==> config.mk <==
export PLATFORM = sky130hd
export DESIGN_NAME = weight_programmer
export DESIGN_NICKNAME = d
export VERILOG_FILES = /design/src/rtl/weight_programmer_pkg.sv /design/src/rtl/weight_programmer.sv
export SDC_FILE = /design/constraint.sdc
export NUM_CORES = 1
export LEC_CHECK = 0
export BUFFER_PORTS_ARGS = -buffer_cell sky130_fd_sc_hd__buf_4
export CAP_MARGIN = 10
export CORE_MARGIN = 3
export CORE_UTILIZATION = 35
export CTS_CLUSTER_SIZE = 8
export DETAILED_ROUTE_END_ITERATION = 16
export PLACE_DENSITY_LB_ADDON = 0.15
export SKIP_CTS_REPAIR_TIMING = 1
export SYNTH_ARGS = -nofsm -noshare
export SYNTH_HDL_FRONTEND = slang
export SYNTH_SLANG_ARGS = --single-unit
==> constraint.sdc <==
create_clock -name clk -period 3.76 [get_ports clk]
set_input_delay 0.564 -clock clk [delete_from_list [all_inputs] [get_ports clk]]
set_output_delay 0.564 -clock clk [all_outputs]
set_load 0.02 [all_outputs]
==> src/rtl/weight_programmer_pkg.sv <==
// Shared definitions for the weight programmer: core address layout, FSM
// state encoding and the cell address helper.
`ifndef WEIGHT_ADDR_MASK
`define WEIGHT_ADDR_MASK 8'h01
`endif

package weight_programmer_pkg;

  localparam int unsigned ADDR_D_LSB   = 13;
  localparam int unsigned ADDR_S_LSB   = 2;
  localparam int unsigned ADDR_FIELD_W = 11;

  typedef enum logic [2:0] {
    ST_IDLE  = 3'd0,
    ST_WRITE = 3'd1,
    ST_READ  = 3'd2,
    ST_CHECK = 3'd3,
    ST_NEXT  = 3'd4
  } wp_state_e;

  function automatic logic [31:0] weight_addr(input logic [ADDR_FIELD_W-1:0] s,
                                              input logic [ADDR_FIELD_W-1:0] d);
    logic [31:0] a;
    a = '0;
    a[31:24] = `WEIGHT_ADDR_MASK;
    a[ADDR_D_LSB +: ADDR_FIELD_W] = d;
    a[ADDR_S_LSB +: ADDR_FIELD_W] = s;
    return a;
  endfunction

endpackage

==> src/rtl/weight_programmer.sv <==
// Programs coupling weights into the Ising core matrix, one cell or a full
// sweep, with optional read-back verify and sticky mismatch reporting.
//
// state | meaning
// IDLE  | ready for a command
// WRITE | one-cycle write strobe for the cursor cell
// READ  | hold rd_addr for RD_LATENCY cycles
// CHECK | compare rdata with the latched weight
// NEXT  | finish command or advance fill cursor
module weight_programmer
  import weight_programmer_pkg::*;
#(
  parameter int N          = 8,
  parameter int RD_LATENCY = 1,
  parameter int CMP_W      = 8,
  parameter int SKIP_DIAG  = 1,
  localparam int IDXW      = $clog2(N)
) (
  input  logic            clk,
  input  logic            axi_rstn,
  input  logic            cmd_valid,
  output logic            cmd_ready,
  input  logic            cmd_fill,
  input  logic [IDXW-1:0] cmd_s,
  input  logic [IDXW-1:0] cmd_d,
  input  logic [31:0]     cmd_weight,
  input  logic            verify_en,
  output logic            wready,
  output logic [31:0]     wr_addr,
  output logic [31:0]     wdata,
  output logic [31:0]     rd_addr,
  input  logic [31:0]     rdata,
  output logic            busy,
  output logic            done,
  output logic            err_flag,
  output logic [15:0]     err_count,
  output logic [IDXW-1:0] err_s,
  output logic [IDXW-1:0] err_d,
  input  logic            clear_err
);

  localparam int CNTW = (RD_LATENCY < 2) ? 1 : $clog2(RD_LATENCY + 1);
  localparam int PADW = ADDR_FIELD_W - IDXW;
  localparam logic [IDXW-1:0] IDX_MAX = IDXW'(N - 1);
  localparam logic [IDXW-1:0] LAST_S  = IDXW'((SKIP_DIAG != 0) ? N - 2 : N - 1);
  localparam logic [IDXW-1:0] FILL_S0 = IDXW'((SKIP_DIAG != 0) ? 1 : 0);
  localparam logic [31:0] CMP_MASK =
    (CMP_W >= 32) ? 32'hFFFF_FFFF : ((32'd1 << CMP_W) - 32'd1);

  wp_state_e       state_q, state_d;
  logic [IDXW-1:0] cur_s_q, cur_s_d;
  logic [IDXW-1:0] cur_d_q, cur_d_d;
  logic [CNTW-1:0] lat_q, lat_d;
  logic            fill_q, verify_q;
  logic [31:0]     weight_q;

  logic            err_flag_q, err_flag_d;
  logic [15:0]     err_count_q, err_count_d;
  logic [IDXW-1:0] err_s_q, err_s_d;
  logic [IDXW-1:0] err_d_q, err_d_d;

  logic            cmd_accept;
  logic            last_cell;
  logic            mismatch;
  logic [IDXW-1:0] step_s, step_d, adv_s, adv_d;
  logic [31:0]     cell_addr;

  assign cmd_accept = (state_q == ST_IDLE) && cmd_valid;
  assign last_cell  = !fill_q || ((cur_s_q == LAST_S) && (cur_d_q == IDX_MAX));
  assign cell_addr  = weight_addr({{PADW{1'b0}}, cur_s_q}, {{PADW{1'b0}}, cur_d_q});
  assign mismatch   = (state_q == ST_CHECK) && (((rdata ^ weight_q) & CMP_MASK) != '0);

  // Fill order: s is the inner loop; a diagonal hit is stepped over once more.
  always_comb begin
    step_s = cur_s_q + 1'b1;
    step_d = cur_d_q;
    if (cur_s_q == IDX_MAX) step_d = cur_d_q + 1'b1;
    adv_s = step_s;
    adv_d = step_d;
    if ((SKIP_DIAG != 0) && (step_s == step_d)) begin
      adv_s = step_s + 1'b1;
      if (step_s == IDX_MAX) adv_d = step_d + 1'b1;
    end
  end

  always_comb begin
    state_d = state_q;
    cur_s_d = cur_s_q;
    cur_d_d = cur_d_q;
    lat_d   = lat_q;
    unique case (state_q)
      ST_IDLE: begin
        if (cmd_accept) begin
          state_d = ST_WRITE;
          cur_s_d = cmd_fill ? FILL_S0 : cmd_s;
          cur_d_d = cmd_fill ? '0 : cmd_d;
        end
      end
      ST_WRITE: begin
        if (verify_q) begin
          state_d = ST_READ;
          lat_d   = CNTW'(RD_LATENCY - 1);
        end else begin
          state_d = ST_NEXT;
        end
      end
      ST_READ: begin
        if (lat_q == '0) state_d = ST_CHECK;
        else             lat_d   = lat_q - 1'b1;
      end
      ST_CHECK: state_d = ST_NEXT;
      ST_NEXT: begin
        if (last_cell) begin
          state_d = ST_IDLE;
        end else begin
          state_d = ST_WRITE;
          cur_s_d = adv_s;
          cur_d_d = adv_d;
        end
      end
      default: state_d = ST_IDLE;
    endcase
  end

  // A clear in the same cycle as a mismatch still records that mismatch.
  always_comb begin
    err_flag_d  = clear_err ? mismatch : (err_flag_q | mismatch);
    err_count_d = err_count_q;
    err_s_d     = err_s_q;
    err_d_d     = err_d_q;
    if (clear_err) begin
      err_count_d = {15'd0, mismatch};
    end else if (mismatch && (err_count_q != 16'hFFFF)) begin
      err_count_d = err_count_q + 16'd1;
    end
    if (mismatch && (clear_err || !err_flag_q)) begin
      err_s_d = cur_s_q;
      err_d_d = cur_d_q;
    end else if (clear_err) begin
      err_s_d = '0;
      err_d_d = '0;
    end
  end

  always_ff @(posedge clk or negedge axi_rstn) begin
    if (!axi_rstn) begin
      state_q     <= ST_IDLE;
      cur_s_q     <= '0;
      cur_d_q     <= '0;
      lat_q       <= '0;
      fill_q      <= 1'b0;
      verify_q    <= 1'b0;
      weight_q    <= '0;
      err_flag_q  <= 1'b0;
      err_count_q <= '0;
      err_s_q     <= '0;
      err_d_q     <= '0;
    end else begin
      state_q     <= state_d;
      cur_s_q     <= cur_s_d;
      cur_d_q     <= cur_d_d;
      lat_q       <= lat_d;
      if (cmd_accept) begin
        fill_q   <= cmd_fill;
        verify_q <= verify_en;
        weight_q <= cmd_weight;
      end
      err_flag_q  <= err_flag_d;
      err_count_q <= err_count_d;
      err_s_q     <= err_s_d;
      err_d_q     <= err_d_d;
    end
  end

  // Core muxes addr on wready, so rd_addr stays valid through READ and CHECK.
  assign cmd_ready = (state_q == ST_IDLE);
  assign busy      = (state_q != ST_IDLE);
  assign wready    = (state_q == ST_WRITE);
  assign wr_addr   = wready ? cell_addr : '0;
  assign wdata     = wready ? weight_q : '0;
  assign rd_addr   = ((state_q == ST_READ) || (state_q == ST_CHECK)) ? cell_addr : '0;
  assign done      = (state_q == ST_NEXT) && last_cell;

  assign err_flag  = err_flag_q;
  assign err_count = err_count_q;
  assign err_s     = err_s_q;
  assign err_d     = err_d_q;

endmodule

==> metrics.md <==
| Metric | Value |
|---|---|
| Worst-skew pair later-pin latency | `0.33 ns` |
| DRT Pass-1 Iters | `4` |
| Final setup fails | `0` |
| Mapped Avg Cell Area | `8.67 um2` |
| WHS | `0.357 ns` |
| Top Ports | `199` |
| Post-synthesis sequential area ratio | `40.0%` |
| Via/cell ratio | `4.75` |
| Design Power | `3.91 mW` |
| Synth top area cells | `dfrtp_1, nand2_1, buf_4` |
| Iteration-0 DRC Markers | `183` |
| Req. time, crit path | `4.00 ns` |
| Leading area contributor after synthesis | `dfrtp_1` |
| Crit path kind | `flop to flop` |
| Nets | `674` |
| Peak Freq | `371 MHz` |
| Final Cycle Share | `71.7%` |
| Die X | `115 um` |
| Max-slew headroom | `41.7%` |
| Largest fanout on the critical path | `10` |
| Reg clk slew, reported paths | `0.06 ns` |
| Port Buffer Count | `124` |
| VDD IR max | `574 uV` |
| Hold crit path type | `primary input to async pin` |
| CORE AREA | `11500 um2` |
| Fraction of layout cells with a size suffix above 1 | `26.9%` |
| Critical Path AT | `2.94 ns` |
| H-tree lvl count | `3` |
| RSZ-0062 raised after global routing | `false` |
| Most common cell in the netlist | `nand2_1` |
| Yosys reg bits | `66` |
| First-pass GRT wire length | `17.1 mm` |
| Global-route usage over all layers | `16.2%` |
| MaxCap Viol Count | `0` |
| CTS max path bufs | `2` |
| Top post-synthesis cells by count | `nand2_1, dfrtp_1, buf_4` |
| Post-Route Skew | `0.00849 ns` |
| CTS tree | `done` |
| Routed Antenna Nets | `0` |
| Worst reg2reg endpoint | `cur_d_q[0]$_DFFE_PN0P_` |
| WL/cell | `14.0 um` |
| Std-Cell Rows | `39` |
| Post-DP HPWL | `7.30 mm` |
| Die area | `13200 um2` |
| Setup TNS | `0 ns` |
| Vias | `3506` |
| Initial antenna violation count | `0` |
| Worst setup SP type | `flop` |
| Top FF cell, synth | `dfrtp_1` |
| Min Tclk post-route | `2.69 ns` |
| EDFF count, synth | `0` |
| Status | `finished, final reports clean` |
| Ys async rst share | `100%` |
| Placed Area | `4970 um2` |
| Mapped Cells | `477` |
| Area share of the largest cell type after synthesis | `40.0%` |
| GR Overflow Total | `0` |
| Pre-CTS WS | `1.09 ns` |
| Flop-to-flop setup slack | `1.07 ns` |
| Worst-margin pin slew | `0.875 ns` |
| Worst Slack Setup Final | `1.07 ns` |
| Starting Density | `36.1%` |
| Die H | `115 um` |
| Final Max Tran Viols | `0` |
| LEAKAGE | `2.79 nW` |
| ANT cells | `0` |
| Synthesized cell area | `4130 um2` |
| Finished Cell Area | `5290 um2` |
| R2R depth | `7` |
| Synth unique cells | `58` |
| PwrDens | `739 nW/um2` |
| Sink Count | `66` |
| Total wire length | `10.3 mm` |
| Pin count of the biggest net entering global routing | `67` |
| Yosys warns | `0` |
| Vias in the first global route | `3390` |
| Hold Violations, Final | `0` |
| GPL Wtd Cong | `0.809` |
| Worst r2r src | `cur_s_q[0]$_DFFE_PN0P_` |
| # DRC | `0` |
| Area delta synth->final | `27.8%` |
| Clock root cell | `clkbuf_16` |
| Worst Setup End Kind | `flop` |
| CTS Buf Count | `9` |
## stage by stage
stage / cells / utilization, %
floorplan: 526 / -
global placement: 722 / 43.3
detailed placement: 722 / 43.3
CTS: 738 / 46.1
global route: 738 / 46.1
finish: 738 / 46.1
## worst max-delay path, stage by stage (launching register included)
cell and delay (ns):
dfrtp_1 0.51, ha_1 0.20, ha_1 0.41, and2b_2 0.27, mux4_2 0.53, nand3_1 0.17, mux2_2 0.34, nor3_1 0.17
## area by class of cell
| type | instances | area, um2 |
|---|---|---|
| fillers | 1130 | 6180 |
| multi-input cells | 374 | 2130 |
| flip-flops and latches | 66 | 1650 |
| repair buffers | 131 | 983 |
| clock buffers | 14 | 254 |
| well taps | 143 | 179 |
| clock inverters | 2 | 60.1 |
| inverters | 8 | 30.0 |
## where the power goes
group / internal (mW) / switching [mW] / total [mW]
Sequential: 0.950 / 0.223 / 1.17
Combinational: 0.759 / 1.08 / 1.84
Clock: 0.600 / 0.293 / 0.892
Total: 2.31 / 1.60 / 3.91
## placed cells by master, fill, tap and decap left out, types with 3 or more instances in the layout
master / Yosys / routed
buf_4: 53 / 131
nand2_1: 117 / 117
dfrtp_1: 66 / 66
conb_1: 1 / 50
and3_1: 40 / 40
nor2_1: 21 / 21
a21oi_1: 14 / 14
xnor2_1: 9 / 9
clkbuf_16: 0 / 9
inv_1: 8 / 8
nand3_1: 8 / 8
ha_1: 8 / 8
nor2b_1: 8 / 7
and2_1: 6 / 6
mux2_1: 6 / 6
or4_1: 6 / 6
a22o_1: 6 / 6
nor3_1: 5 / 5
o31ai_1: 5 / 5
nand4_1: 4 / 4
nor4_1: 4 / 4
o21ai_1: 4 / 4
clkbuf_1: 19 / 4
o21ai_0: 3 / 3
a31oi_1: 3 / 3
mux2i_1: 3 / 3
or3_1: 3 / 3
## cell families after synthesis
| logic type | after synthesis | synth area share [%] |
|---|---|---|
| AOI/OAI and AO/OA | 47 | 7.57 |
| and+or+nand+nor | 245 | 29.9 |
| buffers and inverters | 86 | 13.1 |
| other | 1 | 0.0907 |
| DFF | 66 | 40.0 |
| xor gates and xnor gates | 11 | 2.97 |
| muxes | 13 | 3.99 |
| adders and majority gates | 8 | 2.42 |
## worst max path at each step
| stage | start | end | cells after the start |
|---|---|---|---|
| final | cur_s_q[0]$_DFFE_PN0P_ | cur_d_q[0]$_DFFE_PN0P_ | 7 |
| after global routing | cur_s_q[0]$_DFFE_PN0P_ | cur_d_q[0]$_DFFE_PN0P_ | 7 |
| after CTS | cur_s_q[0]$_DFFE_PN0P_ | cur_d_q[0]$_DFFE_PN0P_ | 7 |
| after detailed placement | cur_s_q[0]$_DFFE_PN0P_ | cur_d_q[0]$_DFFE_PN0P_ | 7 |
| after global placement | cur_s_q[0]$_DFFE_PN0P_ | cur_d_q[0]$_DFFE_PN0P_ | 7 |
| after floorplan | cur_s_q[0]$_DFFE_PN0P_ | cur_d_q[0]$_DFFE_PN0P_ | 8 |
## state kept, by name, indices dropped and copies added (netlist names)
name	cells
weight_q	32
err_count	16
cur_d_q	3
cur_s_q	3
err_d	3
err_s	3
state_q	3
err_flag	1
fill_q	1
verify_q	1
## routing by layer
layer	global-route usage, %	part of all wire, %	wire length (um)
met5	0	0	0
met2	24.3	46	4730
met3	6.29	8.8	915
met4	4.04	0.98	101
met1	21.8	44	4600
(Power assumes the default switching activity.)
